[config.mk]
export PLATFORM = sky130hd
export DESIGN_NAME = reel_scroll_reader
export DESIGN_NICKNAME = d
export VERILOG_FILES = /design/src/rtl/reel_pkg.sv /design/src/rtl/reel_motion_fsm.sv /design/src/rtl/reel_scroll_reader.sv
export SDC_FILE = /design/constraint.sdc
export NUM_CORES = 1
export LEC_CHECK = 0
export ABC_AREA = 1
export CAP_MARGIN = 20
export CORE_MARGIN = 4
export CORE_UTILIZATION = 35
export DETAILED_ROUTE_END_ITERATION = 10
export PLACE_DENSITY = 0.68
export SETUP_SLACK_MARGIN = 0.3
export SYNTH_ARGS = -nofsm -noshare
export SYNTH_HDL_FRONTEND = slang
export SYNTH_SLANG_ARGS = --single-unit
export TNS_END_PERCENT = 100
[constraint.sdc]
create_clock -name clk -period 8.1 [get_ports clk]
set_input_delay 1.215 -clock clk [delete_from_list [all_inputs] [get_ports clk]]
set_output_delay 1.215 -clock clk [all_outputs]
set_load 0.01 [all_outputs]
[src/rtl/reel_pkg.sv]
// Shared types and default geometry for the reel bitmap strip and its scroll reader.
package reel_pkg;

   typedef enum logic [2:0] {
      IDLE  = 3'd0,
      ACCEL = 3'd1,
      SPIN  = 3'd2,
      DECEL = 3'd3,
      ALIGN = 3'd4
   } reel_state_e;

   localparam int DEF_REEL_W = 64;
   localparam int DEF_REEL_H = 1024;
   localparam int DEF_SYM_H  = 64;
   localparam int DEF_NSYM   = DEF_REEL_H / DEF_SYM_H;
   localparam int DEF_X0     = 288;
   localparam int DEF_Y0     = 144;
   localparam int DEF_WIN_H  = 192;

   localparam int DEF_XW = $clog2(DEF_REEL_W);
   localparam int DEF_YW = $clog2(DEF_REEL_H);
   localparam int DEF_SW = $clog2(DEF_SYM_H);
   localparam int DEF_NW = $clog2(DEF_NSYM);

endpackage

[src/rtl/reel_motion_fsm.sv]
// Spin motion controller: advances the scroll offset once per frame through
// accelerate / spin / decelerate / snap phases and reports the landed symbol.
module reel_motion_fsm
   import reel_pkg::*;
#(
   parameter int REEL_H    = DEF_REEL_H,
   parameter int SYM_H     = DEF_SYM_H,
   parameter int MAX_SPEED = 16,
   parameter int MIN_SPEED = 2
) (
   input  logic                                 clk,
   input  logic                                 reset_n,
   input  logic                                 frame_tick,
   input  logic                                 start,
   input  logic                                 stop_req,
   output logic [$clog2(REEL_H)-1:0]            offset,
   output logic                                 busy,
   output logic                                 done,
   output logic [$clog2(REEL_H/SYM_H)-1:0]      symbol_idx
);

   localparam int YW  = $clog2(REEL_H);
   localparam int SW  = $clog2(SYM_H);
   localparam int NW  = YW - SW;
   localparam int SPW = $clog2(MAX_SPEED + 1);

   localparam logic [SPW-1:0] ONE_S = SPW'(1);
   localparam logic [SPW-1:0] MAX_S = SPW'(MAX_SPEED);
   localparam logic [SPW-1:0] MIN_S = SPW'(MIN_SPEED);
   localparam logic [SW:0]    SYM_R = (SW+1)'(SYM_H);
   localparam logic [SW:0]    MIN_R = (SW+1)'(MIN_SPEED);

   reel_state_e     state_q, state_d;
   logic [YW-1:0]   offset_q, offset_d;
   logic [SPW-1:0]  speed_q, speed_d;
   logic            stop_pend_q, stop_pend_d;
   logic            done_q, done_d;
   logic [NW-1:0]   symbol_idx_q, symbol_idx_d;

   logic [SW-1:0]   mis;
   logic [SW:0]     rem;
   logic [SW:0]     snap_step;

   always_ff @(posedge clk or negedge reset_n) begin
      if (!reset_n) begin
         state_q      <= IDLE;
         offset_q     <= '0;
         speed_q      <= '0;
         stop_pend_q  <= 1'b0;
         done_q       <= 1'b0;
         symbol_idx_q <= '0;
      end else begin
         state_q      <= state_d;
         offset_q     <= offset_d;
         speed_q      <= speed_d;
         stop_pend_q  <= stop_pend_d;
         done_q       <= done_d;
         symbol_idx_q <= symbol_idx_d;
      end
   end

   always_comb begin
      state_d      = state_q;
      offset_d     = offset_q;
      speed_d      = speed_q;
      stop_pend_d  = stop_pend_q;
      done_d       = 1'b0;
      symbol_idx_d = symbol_idx_q;

      // Distance to the next symbol boundary; snapping never overshoots it.
      mis       = offset_q[SW-1:0];
      rem       = SYM_R - {1'b0, mis};
      snap_step = (rem < MIN_R) ? rem : MIN_R;

      case (state_q)
         IDLE: begin
            if (start) begin
               state_d     = ACCEL;
               speed_d     = ONE_S;
               stop_pend_d = 1'b0;
            end
         end
         ACCEL: begin
            if (stop_req) stop_pend_d = 1'b1;
            if (frame_tick) begin
               offset_d = offset_q + YW'(speed_q);
               speed_d  = speed_q + ONE_S;
               if (speed_q + ONE_S == MAX_S) state_d = SPIN;
            end
         end
         SPIN: begin
            if (stop_req) stop_pend_d = 1'b1;
            if (frame_tick) begin
               offset_d = offset_q + YW'(MAX_S);
               if (stop_pend_q) begin
                  state_d     = DECEL;
                  stop_pend_d = 1'b0;
               end
            end
         end
         DECEL: begin
            if (frame_tick) begin
               offset_d = offset_q + YW'(speed_q);
               speed_d  = speed_q - ONE_S;
               if (speed_q - ONE_S == MIN_S) state_d = ALIGN;
            end
         end
         ALIGN: begin
            if (frame_tick) begin
               if (mis == '0) begin
                  state_d      = IDLE;
                  speed_d      = '0;
                  done_d       = 1'b1;
                  symbol_idx_d = offset_q[YW-1:SW] + NW'(1);
               end else begin
                  offset_d = offset_q + YW'(snap_step);
               end
            end
         end
         default: state_d = IDLE;
      endcase
   end

   assign offset     = offset_q;
   assign busy       = (state_q != IDLE);
   assign done       = done_q;
   assign symbol_idx = symbol_idx_q;

endmodule

[src/rtl/reel_scroll_reader.sv]
// Reel RAM read client: maps the VGA pixel inside the reel window to a strip
// address shifted by the scroll offset, and realigns the RAM data to the pixel.
module reel_scroll_reader
   import reel_pkg::*;
#(
   parameter int ADDR_WIDTH = 16,
   parameter int DATA_WIDTH = 4,
   parameter int REEL_W     = DEF_REEL_W,
   parameter int REEL_H     = DEF_REEL_H,
   parameter int SYM_H      = DEF_SYM_H,
   parameter int WIN_H      = DEF_WIN_H,
   parameter int X0         = DEF_X0,
   parameter int Y0         = DEF_Y0,
   parameter int MAX_SPEED  = 16,
   parameter int MIN_SPEED  = 2
) (
   input  logic                                 clk,
   input  logic                                 reset_n,
   input  logic [10:0]                          x,
   input  logic [10:0]                          y,
   input  logic                                 frame_tick,
   input  logic                                 start,
   input  logic                                 stop_req,
   output logic [ADDR_WIDTH-1:0]                addr_r,
   input  logic [DATA_WIDTH-1:0]                ram_dout,
   output logic [DATA_WIDTH-1:0]                reel_rgb,
   output logic                                 reel_en,
   output logic                                 busy,
   output logic                                 done,
   output logic [$clog2(REEL_H/SYM_H)-1:0]      symbol_idx
);

   localparam int XW = $clog2(REEL_W);
   localparam int YW = $clog2(REEL_H);

   localparam logic [10:0] X_LO = 11'(X0);
   localparam logic [10:0] X_HI = 11'(X0 + REEL_W);
   localparam logic [10:0] Y_LO = 11'(Y0);
   localparam logic [10:0] Y_HI = 11'(Y0 + WIN_H);

   logic [YW-1:0] offset;
   logic          win_d, win_q;
   logic [XW-1:0] col;
   logic [YW-1:0] row;

   reel_motion_fsm #(
      .REEL_H    (REEL_H),
      .SYM_H     (SYM_H),
      .MAX_SPEED (MAX_SPEED),
      .MIN_SPEED (MIN_SPEED)
   ) u_motion (
      .clk        (clk),
      .reset_n    (reset_n),
      .frame_tick (frame_tick),
      .start      (start),
      .stop_req   (stop_req),
      .offset     (offset),
      .busy       (busy),
      .done       (done),
      .symbol_idx (symbol_idx)
   );

   // Row arithmetic is kept at strip-height width so the scroll wraps for free.
   always_comb begin
      win_d  = (x >= X_LO) && (x < X_HI) && (y >= Y_LO) && (y < Y_HI);
      col    = x[XW-1:0] - X_LO[XW-1:0];
      row    = y[YW-1:0] - Y_LO[YW-1:0] + offset;
      addr_r = win_d ? ADDR_WIDTH'({row, col}) : '0;
   end

   always_ff @(posedge clk or negedge reset_n) begin
      if (!reset_n) win_q <= 1'b0;
      else          win_q <= win_d;
   end

   assign reel_en  = win_q;
   assign reel_rgb = win_q ? ram_dout : '0;

endmodule

Word-level counts from Yosys, hierarchy flattened. Cells that the tools add are included.

Output and inout port bits: 27. Bits in registers: 25. Logic and storage cells: 86. Bits of input ports: 31.

Add/subtract/negate cells: 10. Equality and inequality tests: 17. Multiplexer cells: 32. Magnitude comparators: 5. Reductions and logical operators: 15.

Operators with widths (number): 2-to-1 mux 10 bit (4); case mux 10 bit (3 select lines) (1); 2-to-1 mux 3 bit (9); 2-to-1 mux 5 bit (5); < comparator 11 x 9 -> 1 bit (second input constant) (2); case mux 5 bit (4 select lines) (1); 2-to-1 mux 16 bit (1); case mux 3 bit (5 select lines) (1); inequality test 2 bit (second input constant) (6); greater-or-equal comparator 11 x 8 -> 1 bit (second input constant) (1); greater-or-equal comparator 11 x 9 -> 1 bit (second input constant) (1); adder 10 bit (1); adder 10 x 5 -> 10 bit (1); adder 10 x 5 -> 10 bit (second input constant) (1); adder 10 x 7 -> 10 bit (1); inequality test 2 x 1 -> 1 bit (second input constant) (5); subtractor 10 x 8 -> 10 bit (second input constant) (1); AND reduction 9 bit (1); nonzero test 3 bit (3); < comparator 7 x 2 -> 1 bit (second input constant) (1); 2-to-1 mux 1 bit (7); 2-to-1 mux 7 bit (1); subtractor 7 x 6 -> 7 bit (first input constant) (1); == test 3 x 2 -> 1 bit (second input constant) (2); other kinds (19) (21).

Depth between registers and ports, before layout. Gate-level depths: netlist of run 1.

Depth in word-level cells: 7. Depth in mapped cells: 24. Depth with buffers taken out: 24.

Cells and area by module. A second synthesis of run 1 with hierarchy kept.

Cell total of the unflattened synthesis: 410. Area total of the unflattened synthesis: 2781.4 um2.

By module, submodules not included: reel_motion_fsm (instances 1, cells an instance 262, area each 1951.9 um2, sequential area each 600.6 um2); reel_scroll_reader (instances 1, cells an instance 148, area each 829.5 um2, sequential area each 25.0 um2).

Least setup slack after synthesis of run 1. OpenSTA, ideal clock, no wires.

Kind: input port to output port. Start point: input y[1]. End point: output addr_r[13]. Arrival: 2.751 ns. Path buffers: 0. Slack: 4.134 ns. Required time: 6.885 ns. Stages: 11. Cells stage by stage: ha_1 ha_1 inv_1 fa_1 inv_1 nand3_1 nand2_1 a21oi_1 o21ai_0 nor2_1 nor2_1.

Longest elaborated chain between the ends: 4.

RTL lines: from (decl) (RTL line reel_scroll_reader.sv:20) `input logic [10:0] y,`; parallel branches: the longest is 3 deep, another holds subtractor 10 x 8 -> 10 bit; 2-to-1 mux 16 bit (*) (RTL line reel_scroll_reader.sv:68) `addr_r = win_d ? ADDR_WIDTH'({row, col}) : '0;`; to (decl) (RTL line reel_scroll_reader.sv:24) `output logic [ADDR_WIDTH-1:0] addr_r,`.

Every way passes the cells marked *.

Worst setup path in the final report of run 1. Same ends and word-level chain as after synthesis.

==> results of run 1 <==
==> final timing paths <==
kind / from / to / slack [ns]
hold reg to reg: u_motion.stop_pend_q$_DFFE_PN0P_ / u_motion.stop_pend_q$_DFFE_PN0P_ / 0.52
max in group asynchronous: reset_n / u_motion.offset[5]$_DFFE_PN0P_ / 6.54
setup / recovery: y[1] / addr_r[13] / 3.13
min in group asynchronous: reset_n / u_motion.state_q[2]$_DFFE_PN0P_ / 1.30
setup reg to reg: u_motion.offset[1]$_DFFE_PN0P_ / u_motion.offset[6]$_DFFE_PN0P_ / 5.07
hold / removal: u_motion.stop_pend_q$_DFFE_PN0P_ / u_motion.stop_pend_q$_DFFE_PN0P_ / 0.52
==> final cells by class <==
class,instances,share of cell area [%]
multi-input combinational,306,52.10
sequential,25,18.12
timing repair buffer,58,16.74
inverter,73,8.116
tap,99,3.587
clock buffer,3,1.196
clock inverter,1,0.1449
==> state kept, by name, summed over array words and instances, names as in the netlist <==
signal	cells
u_motion.symbol_idx	4
u_motion.offset	10
reel_en	1
u_motion.speed_q	5
u_motion.done	1
u_motion.stop_pend_q	1
u_motion.state_q	3
==> power by group through the flow <==
stage / logic, mW / clock network, mW / registers (mW)
5_1_grt: 0.798 / 0.0860 / 0.242
2_1_floorplan: 0.553 / 0 / 0.214
6_report: 0.689 / 0.0782 / 0.233
3_5_place_dp: 0.685 / 0 / 0.235
4_1_cts: 0.690 / 0.0821 / 0.232
3_3_place_gp: 0.674 / 0 / 0.235
==> per-layer routing <==
| metal | global-route usage (%) | part of all wire, % |
|---|---|---|
| met3 | 2.111 | 6.1 |
| met5 | 0 | 0 |
| met4 | 3.081 | 0.89 |
| met1 | 18.57 | 47 |
| met2 | 25.42 | 46 |
==> worst min-delay path, cell delays in order, from the launching register on <==
cell and delay [ns]:
dfrtp_1 0.38, inv_1 0.05, a21oi_1 0.05
==> synth_stat cells, drive strengths merged, types with 3 or more instances <==
master	n	area (um^2)
a21oi	22	121.4
nor2	59	260.3
xnor2	7	61.31
ha	31	387.9
a31oi	3	18.77
dfrtp	25	625.6
nand2	94	365.3
o21ai	20	103.9
o211ai	3	22.52
nand3	28	140.1
xor2	8	70.07
nand4	10	62.56
inv	72	275.3
==> cell families after synthesis <==
kind of cell / after synthesis / share of synthesized area (%)
AND/OR/NAND/NOR: 198 / 32.69
buffers and inverters: 75 / 10.66
AO/OA/AOI/OAI: 57 / 12.23
adder cells (fa/ha/maj): 33 / 15.79
flip-flops: 25 / 23.08
XOR/XNOR: 15 / 4.848
other: 1 / 0.1384
multiplexers: 1 / 0.5539
==> impl_metrics.toml, run 1 <==
[status]
status = "finished, final reports clean"

[routing]
totalWireLength_um = 6517
wl_per_cell_um = 11.53
drt_iter0_markers = 109
drc = 0
final_antenna_net_count = 0
avgViaCountPerCell = 4.816
num_vias = 2721
dr.pass1.iters = 4

[die]
rows = 31
die_h_um = 96.00
coreArea_um2 = 7370
die_x_um = 96.00
io-pin-count = 58
dieArea_um2 = 9215
start_util_pct = 36.77

[synthesis]
yosysWarnings = 0
synthFlopType = "dfrtp_1"
netlist_area_um2 = 2710
netlist_instances = 405
synth_cell_types = 39
async_flop_share_pct = 100.0
ys_seq_elements = 25
seq_area_frac_synth_pct = 23.08
synth-edff-count = 0
synth.avg_cell_area_um2 = 6.692

[clock_network]
cts_root_buffer = "clkbuf_8"
postCtsHoldBufs = 0
clk_pin_slew_worst_paths_ns = 0.09
cts.sinks = 25
cts_buffer_depth = 2
postCtsSetupBuffers = 0
cts_resized = 0
clock_latency_ns = 0.27
tritoncts = "yes"
htreeDepth = 1
numCtsBuffers = 3

[worst_setup_path]
worst-path-stages = 13
path_cells = "clkdlybuf4s50_1 -> ha_1 -> ha_1 -> inv_1 -> fa_1 -> inv_1 -> nand3_1 -> nand2_1 -> a21oi_1 -> o21ai_0 -> nor2_1 -> nor2_1 -> clkdlybuf4s50_1"
crit_buf_inv = 4
worst_setup_path_end_kind = "primary output"
cp_top_family = "buffers and inverters"
cp_max_fo = 3
r2r_cells = 18
path_class = "in -> out"
max_stage_delay_ns = 0.54
start_kind = "input port"
worst-endpoint-required_ns = 6.88
cp.arrival_ns = 3.75
crit_slowest_cell = "clkdlybuf4s50_1"

[timing]
slew_viol_final = 0
clock_skew_ns = 0.005865
finalWorstSetupSlack_ns = 3.131
holdWs_ns = 0.5185
slew_headroom_pct = 31.67
rsz0062_at_grt = "false"
fin_tns_setup_ns = 0
finalHoldViolCount = 0
tightest_slew_ns = 1.021
fin_crit_ns = 4.969
post-route-period-util_pct = 61.35
max_freq_mhz = 201.2
setup_viol = 0

[worst_hold_path]
min_path_type = "reg -> reg"
worstHoldPathCells = 2

[place]
postPlaceCellArea_um2 = 3407
place_congestion = 0.9120
io_buffers = 57
pre_cts_ws_ns = 3.137
dp_hpwl_um = 5332
dp_cells = 561

[cells_and_area]
area_growth_pct = 27.42
nFillCells = 752
final_area_um2 = 3453
ff_latch_area_um2 = 625.6
finalNetCount = 531
diodes = 0
post-route-util_pct = 46.86
multi_input_comb_area_um2 = 1799
layout.cells.non_filler = 565
layout_commonest_cell = "nand2_1"
final_cell_mix = "91 x nand2_1, 66 x inv_1, 57 x clkdlybuf4s50_1"
drive_above_1_share_pct = 5.150

[pwr]
total_power_uw = 999.9
internal_power_uw = 479.5
power_density_nw_per_um2 = 289.5
power.share.clock_pct = 7.8
switching_power_uw = 520.4
p_sw_share_pct = 52.05
ir_drop_uv = 136.6
seqPwrFrac_pct = 23.3
pwr-share-comb_pct = 68.9
p_leak_nw = 1.804

[grt]
grt_pass1_vias = 2568
overflow = 0
grt_max_degree = 26
grt_pass1_wl_um = 10910
grt_util_all_layers_pct = 14.43
antenna_found_initial = 0

[run]
cap_violations = 0
No activity file was read; power rests on OpenSTA's default activity.
==> run 2: changes to the inputs <==
==> constraint.sdc (replaced) <==
create_clock -name clk -period 4.95 [get_ports clk]
set_input_delay 0.7425 -clock clk [delete_from_list [all_inputs] [get_ports clk]]
set_output_delay 0.7425 -clock clk [all_outputs]
set_load 0.01 [all_outputs]
==> impl_metrics.toml, run 2 (synthesis results as in run 1) <==
[status]
status = "finished, final reports clean"

[worst_setup_path]
cp_max_fo = 3
start_kind = "input port"
worst_setup_path_end_kind = "primary output"
worst-endpoint-required_ns = 4.21
cp.arrival_ns = 3.27
path_class = "in -> out"

[die]
dieArea_um2 = 9215
io-pin-count = 58
rows = 31
start_util_pct = 36.77
coreArea_um2 = 7370
die_h_um = 96.00
die_x_um = 96.00

[grt]
grt_pass1_vias = 2404
grt_util_all_layers_pct = 13.92
overflow = 0
antenna_found_initial = 0
grt_max_degree = 26
grt_pass1_wl_um = 10540

[clock_network]
clock_latency_ns = 0.28
cts_root_buffer = "clkbuf_8"
numCtsBuffers = 3
postCtsSetupBuffers = 0
htreeDepth = 1
cts.sinks = 25
cts_buffer_depth = 2
tritoncts = "yes"
postCtsHoldBufs = 0
clk_pin_slew_worst_paths_ns = 0.09
cts_resized = 0

[timing]
rsz0062_at_grt = "false"
fin_tns_setup_ns = 0
max_freq_mhz = 249.1
setup_viol = 0
clock_skew_ns = 0.01667
fin_crit_ns = 4.015
post-route-period-util_pct = 81.11
finalHoldViolCount = 0
slew_viol_final = 0

[pwr]
ir_drop_uv = 200.0
p_leak_nw = 1.806
power_density_nw_per_um2 = 474.2

[routing]
final_antenna_net_count = 0
drt_iter0_markers = 136
totalWireLength_um = 6415
wl_per_cell_um = 11.33
num_vias = 2704
dr.pass1.iters = 4
avgViaCountPerCell = 4.777
drc = 0

[cells_and_area]
largest_reg_flops = 10
final_cell_mix = "91 x nand2_1, 66 x inv_1, 57 x clkdlybuf4s50_1"
nFillCells = 770
ff_latch_area_um2 = 625.6
area_growth_pct = 27.65
layout.cells.non_filler = 566
drive_above_1_share_pct = 5.139
multi_input_comb_area_um2 = 1799
layout_commonest_cell = "nand2_1"
final_area_um2 = 3460
diodes = 0
finalNetCount = 532

[worst_hold_path]
min_path_type = "reg -> reg"

[place]
postPlaceCellArea_um2 = 3415
place_congestion = 0.8954
dp_cells = 562
dp_hpwl_um = 5157
io_buffers = 57

[run]
cap_violations = 0
## run 2: report_power, final
| part | total [mW] | internal [mW] | switching (mW) |
|---|---|---|---|
| combinational | 1.13 | 0.455 | 0.673 |
| clock | 0.128 | 0.0577 | 0.0704 |
| sequential | 0.384 | 0.274 | 0.110 |
| total | 1.64 | 0.787 | 0.854 |
## run 2: critical path: stages
cell,delay (ns)
clkdlybuf4s50_1,0.41
ha_1,0.28
ha_1,0.16
inv_1,0.05
fa_1,0.39
inv_1,0.07
nand3_1,0.06
nand2_1,0.12
a21oi_1,0.07
o21ai_0,0.21
nor2_1,0.06
nor2_1,0.10
clkdlybuf4s50_1,0.54
## run 2: worst paths after layout
| path | from | to | slack (ns) | cells after the start |
|---|---|---|---|---|
| min in group asynchronous | reset_n | u_motion.state_q[2]$_DFFE_PN0P_ | 0.82 | 2 |
| hold reg to reg | u_motion.stop_pend_q$_DFFE_PN0P_ | u_motion.stop_pend_q$_DFFE_PN0P_ | 0.52 | 2 |
| setup reg to reg | u_motion.offset[1]$_DFFE_PN0P_ | u_motion.offset[6]$_DFFE_PN0P_ | 1.91 | 18 |
| setup / recovery | y[1] | addr_r[13] | 0.94 | 13 |
| max in group asynchronous | reset_n | u_motion.offset[8]$_DFFE_PN0P_ | 3.86 | 2 |
| hold / removal | u_motion.stop_pend_q$_DFFE_PN0P_ | u_motion.stop_pend_q$_DFFE_PN0P_ | 0.52 | 2 |
## run 2: through the flow
step	setup slack (ns)	hold slack (ns)	power (mW)	util, %
floorplan	1.929	0.4469	1.255	-
global placement	0.9585	0.4967	1.484	46.33
detailed placement	0.9083	0.5022	1.503	46.33
CTS	0.9088	0.5213	1.639	46.94
global route	0.6353	0.5473	1.834	46.94
finish	0.9352	0.5180	1.640	46.94
## run 2: layout make-up
| type | instances | share of cell area (%) |
|---|---|---|
| tap | 99 | 3.580 |
| timing repair buffer | 59 | 16.93 |
| sequential | 25 | 18.08 |
| inverter | 73 | 8.101 |
| multi-input combinational | 306 | 52.01 |
| clock buffer | 4 | 1.302 |
## run 2: layer usage
layer	GRT usage, %	routed length [um]	vias up
li1	-	-	1433
met1	19.01	3112	1194
met2	24.04	2875	75
met3	1.720	413	2
met4	1.777	13	0
met5	0	0	-
==> run 3: changes to the inputs <==
--- a/config.mk
+++ b/config.mk
@@ -10,7 +10,7 @@
 export CORE_MARGIN = 4
 export CORE_UTILIZATION = 35
 export DETAILED_ROUTE_END_ITERATION = 10
-export PLACE_DENSITY = 0.68
+export PLACE_DENSITY = 0.7
 export SETUP_SLACK_MARGIN = 0.3
 export SYNTH_ARGS = -nofsm -noshare
 export SYNTH_HDL_FRONTEND = slang
==> constraint.sdc (replaced) <==
create_clock -name clk -period 3.4 [get_ports clk]
set_input_delay 0.51 -clock clk [delete_from_list [all_inputs] [get_ports clk]]
set_output_delay 0.51 -clock clk [all_outputs]
set_load 0.01 [all_outputs]
==> impl_metrics.toml, run 3 (synthesis results as in run 1) <==
[status]
status = "finished, final reports clean"

[run]
cap_violations = 0

[cells_and_area]
drive_above_1_share_pct = 12.97
nFillCells = 743
area_growth_pct = 33.56
final_cell_mix = "89 x nand2_1, 62 x inv_1, 55 x nor2_1"
diodes = 0
layout_commonest_cell = "nand2_1"
layout.cells.non_filler = 577
post-route-util_pct = 49.12
finalNetCount = 543
final_area_um2 = 3620
largest_reg_flops = 10

[die]
rows = 31
die_h_um = 96.00
start_util_pct = 36.77
io-pin-count = 58
die_x_um = 96.00
coreArea_um2 = 7370
dieArea_um2 = 9215

[worst_setup_path]
worst_path_most_repeated_cell = "inv_2"
path_class = "in -> out"
max_stage_delay_ns = 0.46
start_kind = "input port"
r2r_cells = 18
cp.arrival_ns = 2.51
path_cells = "clkdlybuf4s50_1 -> ha_1 -> ha_2 -> inv_2 -> fa_2 -> inv_2 -> nand3_2 -> nand2_2 -> buf_4 -> nand4_1 -> nand3_1 -> nand2_1 -> nor2_1 -> buf_2"
regToRegEndpoint = "u_motion.offset[6]$_DFFE_PN0P_"
worst-r2r-setup-slack_ns = 0.54
worst-endpoint-required_ns = 2.89
cp-endpoint = "addr_r[15]"
worst_setup_path_end_kind = "primary output"
crit_slowest_cell = "clkdlybuf4s50_1"
r2r_start = "u_motion.offset[1]$_DFFE_PN0P_"
cp_max_fo = 3
crit_path_start = "y[0]"

[pwr]
p_leak_nw = 1.876
ir_drop_uv = 343.6
power_density_nw_per_um2 = 729.1

[grt]
grt_pass1_vias = 2620
grt_max_degree = 26
antenna_found_initial = 0
overflow = 0
grt_util_all_layers_pct = 14.38
grt_pass1_wl_um = 11040

[routing]
drt_iter0_markers = 88
dr.pass1.iters = 4
drc = 0
wl_per_cell_um = 11.51
num_vias = 2751
avgViaCountPerCell = 4.768
final_antenna_net_count = 0
totalWireLength_um = 6641

[timing]
slew_viol_final = 0
setup_viol = 0
finalWorstSetupSlack_ns = 0.3848
finalHoldViolCount = 0
clock_skew_ns = 0.007751
post-route-period-util_pct = 88.68
max_freq_mhz = 331.7
rsz0062_at_grt = "true"
fin_crit_ns = 3.015

[clock_network]
clock_latency_ns = 0.27
tritoncts = "yes"
htreeDepth = 1
clk_pin_slew_worst_paths_ns = 0.09
cts_root_buffer = "clkbuf_8"
cts_buffer_depth = 2
postCtsHoldBufs = 0
numCtsBuffers = 3
cts.sinks = 25

[place]
place_congestion = 0.8837
postPlaceCellArea_um2 = 3460
pre_cts_ws_ns = -0.07163
io_buffers = 57
dp_cells = 568
dp_hpwl_um = 5325

[worst_hold_path]
min_path_type = "reg -> reg"
[run 3: layout make-up]
class,count,area (um^2),share of cell area [%]
multi-input cells,306,1899,52.47
repair buffers,70,643.1,17.77
flip-flops and latches,25,628.1,17.35
well taps,99,123.9,3.422
inverters,73,280.3,7.743
clock buffers,4,45.04,1.244
[run 3: how the worst min path moves through the flow]
stage                                             startpoint                                  to  depth (start not counted)
final                       u_motion.stop_pend_q$_DFFE_PN0P_    u_motion.stop_pend_q$_DFFE_PN0P_                          2
after global routing      u_motion.symbol_idx[1]$_DFFE_PN0P_  u_motion.symbol_idx[1]$_DFFE_PN0P_                          1
after CTS                   u_motion.stop_pend_q$_DFFE_PN0P_    u_motion.stop_pend_q$_DFFE_PN0P_                          2
after detailed placement    u_motion.stop_pend_q$_DFFE_PN0P_    u_motion.stop_pend_q$_DFFE_PN0P_                          2
after global placement    u_motion.symbol_idx[1]$_DFFE_PN0P_  u_motion.symbol_idx[1]$_DFFE_PN0P_                          1
after floorplan                                      reset_n                   reel_en$_DFF_PN0_                          0
[run 3: where the power goes]
part | total, mW | switching, mW | internal (mW)
sequential | 0.560 | 0.159 | 0.401
combinational | 1.90 | 1.06 | 0.842
clock | 0.180 | 0.0966 | 0.0838
total | 2.64 | 1.31 | 1.33
[run 3: per-layer routing]
layer | global-route usage, % | vias up | routed length [um]
li1 | - | 1454 | -
met1 | 18.73 | 1217 | 3098
met2 | 25.70 | 74 | 3123
met3 | 1.798 | 6 | 379
met4 | 2.251 | 0 | 40
met5 | 0 | - | 0
[run 3: through the flow]
stage | hold slack, ns | setup TNS (ns) | power, mW
2_1_floorplan | 0.2144 | 0 | 1.826
3_3_place_gp | 0.4992 | -0.06750 | 2.204
3_5_place_dp | 0.5064 | -0.07249 | 2.253
4_1_cts | 0.5233 | 0 | 2.487
5_1_grt | 0.5380 | 0 | 2.953
6_report | 0.5212 | 0 | 2.639
[run 3: timing repair]
| item | in CTS | in global routing |
|---|---|---|
| gates cloned | 0 | 0 |
| resized for setup | 12 | 31 |
| buffers inserted | 0 | 5 |
| pin swaps | 1 | 7 |
| endpoints found under the setup margin | 7 | 9 |
[run 3: worst max-delay path: cells and delay by family]
kind                     cells  cell delay (ns)
adder cells (fa/ha/maj)      3             0.70
buffers and inverters        5             0.80
AND/OR/NAND/NOR              6             0.49
